`config.mk`:
```
export PLATFORM = sky130hd
export DESIGN_NAME = cva6_retire_buffer
export DESIGN_NICKNAME = d
export VERILOG_FILES = /design/src/rtl/cva6_retire_buffer.sv
export SDC_FILE = /design/constraint.sdc
export NUM_CORES = 1
export LEC_CHECK = 0
export ABC_AREA = 0
export BUFFER_PORTS_ARGS = -buffer_cell sky130_fd_sc_hd__buf_2
export CAP_MARGIN = 10
export CORE_MARGIN = 8
export CORE_UTILIZATION = 47
export CTS_BUF_LIST = sky130_fd_sc_hd__clkbuf_8 sky130_fd_sc_hd__clkbuf_16
export DETAILED_ROUTE_END_ITERATION = 8
export PLACE_DENSITY = 0.71
export SLEW_MARGIN = 0
export SYNTH_ARGS = -nofsm -noshare
export SYNTH_HDL_FRONTEND = slang
export SYNTH_SLANG_ARGS = --single-unit
```
`constraint.sdc`:
```
create_clock -name clk_i -period 4.75 [get_ports clk_i]
set_input_delay 0.475 -clock clk_i [delete_from_list [all_inputs] [get_ports clk_i]]
set_output_delay 0.475 -clock clk_i [all_outputs]
set_load 0.01 [all_outputs]
```
`src/rtl/cva6_retire_buffer.sv`:
```
// In-order retirement buffer: program-order allocation, out-of-order writeback,
// up to NR_COMMIT_PORTS in-order retirements per cycle with exception-aware port gating.
module cva6_retire_buffer #(
  parameter  int unsigned XLEN            = 32,
  parameter  int unsigned NR_ENTRIES      = 8,
  parameter  int unsigned NR_COMMIT_PORTS = 2,
  parameter  int unsigned NR_WB_PORTS     = 2,
  localparam int unsigned IDW             = $clog2(NR_ENTRIES)
) (
  input  logic                            clk_i,
  input  logic                            rst_ni,
  input  logic                            flush_i,
  input  logic                            issue_valid_i,
  output logic                            issue_ready_o,
  input  logic [4:0]                      issue_rd_i,
  output logic [IDW-1:0]                  issue_id_o,
  input  logic [NR_WB_PORTS-1:0]          wb_valid_i,
  input  logic [NR_WB_PORTS*IDW-1:0]      wb_id_i,
  input  logic [NR_WB_PORTS*XLEN-1:0]     wb_result_i,
  input  logic [NR_WB_PORTS-1:0]          wb_ex_i,
  output logic [NR_COMMIT_PORTS-1:0]      commit_valid_o,
  output logic [NR_COMMIT_PORTS*5-1:0]    commit_rd_o,
  output logic [NR_COMMIT_PORTS*XLEN-1:0] commit_result_o,
  output logic [NR_COMMIT_PORTS-1:0]      commit_ex_o,
  input  logic [NR_COMMIT_PORTS-1:0]      commit_ack_i,
  output logic [IDW:0]                    usage_o
);

  logic [NR_ENTRIES-1:0] valid_q, valid_d;
  logic [NR_ENTRIES-1:0] done_q, done_d;
  logic [NR_ENTRIES-1:0] ex_q, ex_d;
  logic [4:0]            rd_q     [NR_ENTRIES];
  logic [XLEN-1:0]       result_q [NR_ENTRIES];
  logic [IDW-1:0]        head_q, head_d;
  logic [IDW-1:0]        tail_q, tail_d;
  logic [IDW:0]          count_q, count_d;

  logic                       issue_fire;
  logic [IDW:0]               n_retire;
  logic                       chain;
  logic                       run;
  logic [IDW-1:0]             cidx;
  logic [IDW-1:0]             wid;
  logic                       ack_nonprefix;

  assign issue_ready_o = (count_q < (IDW+1)'(NR_ENTRIES));
  assign issue_id_o    = tail_q;
  assign usage_o       = count_q;
  assign issue_fire    = issue_valid_i & issue_ready_o & ~flush_i;

  // A port is valid only if every lower port is valid and non-excepting;
  // an excepting entry may therefore only appear on port 0.
  always_comb begin
    commit_valid_o  = '0;
    commit_rd_o     = '0;
    commit_result_o = '0;
    commit_ex_o     = '0;
    chain           = 1'b1;
    cidx            = '0;
    for (int k = 0; k < int'(NR_COMMIT_PORTS); k++) begin
      cidx = head_q + IDW'(k);
      commit_valid_o[k] = chain & valid_q[cidx] & done_q[cidx] & ((k == 0) || !ex_q[cidx]);
      if (commit_valid_o[k]) begin
        commit_rd_o[k*5 +: 5]           = rd_q[cidx];
        commit_result_o[k*XLEN +: XLEN] = result_q[cidx];
        commit_ex_o[k]                  = ex_q[cidx];
      end
      chain = commit_valid_o[k] & ~ex_q[cidx];
    end
  end

  always_comb begin
    n_retire = '0;
    run      = 1'b1;
    for (int k = 0; k < int'(NR_COMMIT_PORTS); k++) begin
      run = run & commit_ack_i[k] & commit_valid_o[k];
      if (run) n_retire = n_retire + (IDW+1)'(1);
    end
  end

  assign ack_nonprefix = |(commit_ack_i & (commit_ack_i + NR_COMMIT_PORTS'(1)));

  always_comb begin
    valid_d = valid_q;
    done_d  = done_q;
    ex_d    = ex_q;
    head_d  = head_q;
    tail_d  = tail_q;
    count_d = count_q;
    wid     = '0;
    if (flush_i) begin
      valid_d = '0;
      done_d  = '0;
      ex_d    = '0;
      head_d  = '0;
      tail_d  = '0;
      count_d = '0;
    end else begin
      // Ascending port order lets the highest port win on a shared id.
      for (int p = 0; p < int'(NR_WB_PORTS); p++) begin
        wid = wb_id_i[p*IDW +: IDW];
        if (wb_valid_i[p] && valid_q[wid]) begin
          done_d[wid] = 1'b1;
          ex_d[wid]   = wb_ex_i[p];
        end
      end
      for (int k = 0; k < int'(NR_COMMIT_PORTS); k++) begin
        if (k < int'(n_retire)) begin
          valid_d[head_q + IDW'(k)] = 1'b0;
          done_d[head_q + IDW'(k)]  = 1'b0;
        end
      end
      if (issue_fire) begin
        valid_d[tail_q] = 1'b1;
        done_d[tail_q]  = 1'b0;
        ex_d[tail_q]    = 1'b0;
        tail_d          = tail_q + IDW'(1);
      end
      head_d  = head_q + n_retire[IDW-1:0];
      count_d = count_q + (IDW+1)'(issue_fire) - n_retire;
    end
  end

  always_ff @(posedge clk_i or negedge rst_ni) begin
    if (!rst_ni) begin
      valid_q <= '0;
      done_q  <= '0;
      ex_q    <= '0;
      head_q  <= '0;
      tail_q  <= '0;
      count_q <= '0;
    end else begin
      valid_q <= valid_d;
      done_q  <= done_d;
      ex_q    <= ex_d;
      head_q  <= head_d;
      tail_q  <= tail_d;
      count_q <= count_d;
    end
  end

  // Payload storage carries no reset; outputs are gated by the valid chain.
  always_ff @(posedge clk_i) begin
    for (int p = 0; p < int'(NR_WB_PORTS); p++) begin
      if (!flush_i && wb_valid_i[p] && valid_q[wb_id_i[p*IDW +: IDW]])
        result_q[wb_id_i[p*IDW +: IDW]] <= wb_result_i[p*XLEN +: XLEN];
    end
    if (issue_fire) begin
      rd_q[tail_q]     <= issue_rd_i;
      result_q[tail_q] <= '0;
    end
  end

  cover property (@(posedge clk_i) disable iff (!rst_ni) ack_nonprefix);

  assert property (@(posedge clk_i) disable iff (!rst_ni) count_q <= (IDW+1)'(NR_ENTRIES));

endmodule

```
==> flow_metrics.py <==
metrics = {
    "cts": {
        "cts_inserted_buffers": 38,
        "clk_path_buf_depth": 3,
        "insertion_delay_ps": 550,
        "htreeDepth": 2,
        "postCtsSetupBuffers": 0,
        "clk_pin_slew_ps": 60,
        "cts_tree": "built",
        "cts_resized": 0,
        "ctsHoldBuffers": 0,
        "cts_root_buf": "clkbuf_16",
        "clock_sinks": 330,
    },
    "worst_setup_path": {
        "path_class": "flip-flop to output port",
        "cp_slowest_stage_delay_ps": 740,
        "path_depth": 6,
        "r2r_slack_ps": 870,
        "path_buf_inv": 2,
        "cp.required_ps": 4280,
        "crit_path_end": "commit_result_o[32]",
        "timing.rr.end": "usage_o[2]",
        "crit_path_end_kind": "output port",
        "start_kind": "flip-flop",
        "startpoint": "head_q[0]",
        "crit_path_cell_trace": "ha_4, buf_4, mux4_2, nand2_1, a2111oi_2, buf_2",
        "timing.rr.start": "head_q[0]",
        "rr_worst_depth": 11,
        "arrival_ps": 3950,
        "cp_top_family": "buffers and inverters",
        "cpMaxStageDelayCell": "buf_4",
        "crit_fanout": 46,
    },
    "global_route": {
        "grt_pass1_wl_um": 125000,
        "grt_remaining_overflow": 0,
        "grt_antenna_before_repair": 2,
        "grt_max_degree": 73,
        "grt_pass1_vias": 19782,
        "track_usage_pct": 32.6,
    },
    "die": {
        "initial_core_util_pct": 47.5,
        "core_mm2": 0.0419,
        "dieArea_mm2": 0.0491,
        "core.rowCount": 75,
        "die_w_um": 222,
        "die_h_um": 222,
        "num_io_pins": 171,
    },
    "logic_synthesis": {
        "yosysTopAreaCellShare_pct": 25.8,
        "synth-edff-count": 40,
        "yosys_warnings": 0,
        "ys_ff_latch": 330,
        "avgSynthCellArea_um2": 9.79,
        "syn-num-nets": 2126,
        "synth_top_cells_by_area": "dfxtp_1 (26%), mux4_2 (13%), a221oi_1 (6.7%)",
        "ys_types": 80,
        "synth_seq_area_share_pct": 36.1,
        "yosysTopAreaCell": "dfxtp_1",
        "synth-main-ff-cell": "dfxtp_1",
        "synthCells": 2029,
        "async_reset_ff_share_pct": 10.3,
        "syn-cell-area_mm2": 0.0199,
    },
    "power": {
        "sw_frac_of_total_pct": 28.2,
        "p_sw_mw": 2.27,
        "p_seq_share_pct": 43.6,
        "p_total_mw": 8.07,
        "pwr-share-comb_pct": 18.5,
        "powerDensity_mw_per_mm2": 363,
        "clockPowerShare_pct": 37.8,
        "leakage_nw": 8.18,
        "vdd_ir_drop_max_v": 0.000237,
        "p_int_mw": 5.80,
    },
    "flow_run": {
        "drv_cap": 0,
    },
    "timing": {
        "rsz0062_at_grt": "false",
        "finalHoldViolCount": 0,
        "min_period_ps": 4420,
        "final-setup-viol-count": 0,
        "slew-limit-headroom_pct": 12.7,
        "fin_crit_sh_pct": 93.1,
        "setup_tns_ps": 0,
        "worst_pin_slew_ps": 1310,
        "max_freq_mhz": 226,
        "worst_clock_skew_ps": 26.6,
        "finalMaxSlewViolations": 0,
    },
    "routing": {
        "drc": 0,
        "post_drt_wl_per_cell_um": 31.8,
        "routed_wirelength_um": 83700,
        "first_pass_iters": 7,
        "vias_per_cell": 7.56,
        "num_vias": 19940,
        "postRouteAntennaNets": 0,
        "drtIter0Drc": 3371,
    },
    "cells_and_area": {
        "drive_above_1_share_pct": 23.4,
        "final_nets": 2163,
        "syn2layout_area_growth_pct": 11.8,
    },
    "placement": {
        "dpl.hpwl_um": 49600,
        "gp_congestion": 0.979,
        "numPortBuffers": 169,
    },
    "hold_path": {
        "hold_path.class": "primary input to asynchronous set/reset pin",
    },
    "run_status": {
        "status": "finished, final reports clean",
    },
}
## kinds of logic (layout without fill, tap and decap cells)
kind of cell               count (synthesis)  in the layout  share of synthesized area, %
buffers and inverters                    360            425                          8.01
xor gates and xnor gates                   8              8                         0.390
other                                      1              4                        0.0189
AOI/OAI and AO/OA                        585            585                          25.2
adders and majority gates                 12             12                         0.831
and+or+nand+nor                          547            547                          13.1
DFF                                      330            330                          36.1
muxes                                    186            186                          16.4
## worst min path at each step
stage / from / slack (ps) / endpoint / cells past startpoint
after floorplan: rst_ni / 180 / done_q[0] / 0
after global placement: result_q[5][2] / 460 / result_q[5][2] / 2
after detailed placement: result_q[5][16] / 470 / result_q[5][16] / 2
after CTS: rst_ni / 50 / ex_q[1] / 1
after global routing: rst_ni / 100 / valid_q[1] / 1
final: rst_ni / 40 / valid_q[1] / 1
## placed cells by master (no fill, tap or decap), types with 33 or more instances in the layout
cell	synthesis	final
a221oi_1	152	152
a222oi_1	33	33
a2bb2oi_1	37	37
buf_2	56	168
buf_4	16	64
clkbuf_16	0	40
dfxtp_1	256	256
edfxtp_1	40	40
inv_1	122	133
mux2i_1	69	69
mux4_2	111	111
nand2_1	176	176
nor2_1	162	162
nor3_1	54	53
o221a_2	33	33
o22ai_1	64	64
## power groups by stage
stage / combinational [mW] / clock (mW) / sequential, mW
global route: 1.62 / 3.17 / 3.55
detailed placement: 1.46 / 0 / 3.55
global placement: 1.42 / 0 / 3.53
floorplan: 1.13 / 0 / 3.45
CTS: 1.47 / 3.04 / 3.50
finish: 1.49 / 3.05 / 3.52
## stage by stage
step	cell area, um2	utilization [%]	setup WS [ps]	hold slack [ps]	cells
global placement	20900	50.0	912	455	2565
detailed placement	20900	50.0	858	466	2565
CTS	22200	53.0	468	49.7	2633
finish	22200	53.1	330	44.1	2636
global route	22200	53.1	246	97.9	2633
floorplan	19900	-	1420	179	2029
## metal layers
layer  part of all wire (%)  up-vias  global-route usage (%)
li1                       -     8005                       -
met3                     14      436                    11.0
met5                  0.025        -                   0.201
met1                     36     9686                    39.7
met2                     43     1809                    49.1
met4                    6.6        4                    20.2
## cell usage after synthesis (30+ instances only)
master,number
dfxtp_1,256
nand2_1,176
nor2_1,162
a221oi_1,152
clkbuf_1,128
inv_1,122
mux4_2,111
mux2i_1,69
o22ai_1,64
buf_2,56
nor3_1,54
edfxtp_1,40
a2bb2oi_1,37
dfrtp_1,34
a222oi_1,33
o221a_2,33
nor2b_1,30
## registers in the layout (all words and copies together), names as in the netlist
name / flops
valid_q: 8
usage_o: 4
result_q: 256
done_q: 8
head_q: 3
ex_q: 8
rd_q: 40
issue_id_o: 3
## final cells by class
| type | count | area [um2] |
|---|---|---|
| clock buffer | 44 | 1060 |
| antenna | 3 | 7.51 |
| multi-input combinational | 1339 | 11200 |
| sequential | 330 | 7190 |
| tap | 539 | 674 |
| fill | 3722 | 19600 |
| clock inverter | 24 | 218 |
| timing repair buffer | 235 | 1380 |
| inverter | 122 | 458 |
(Power assumes the default switching activity.)
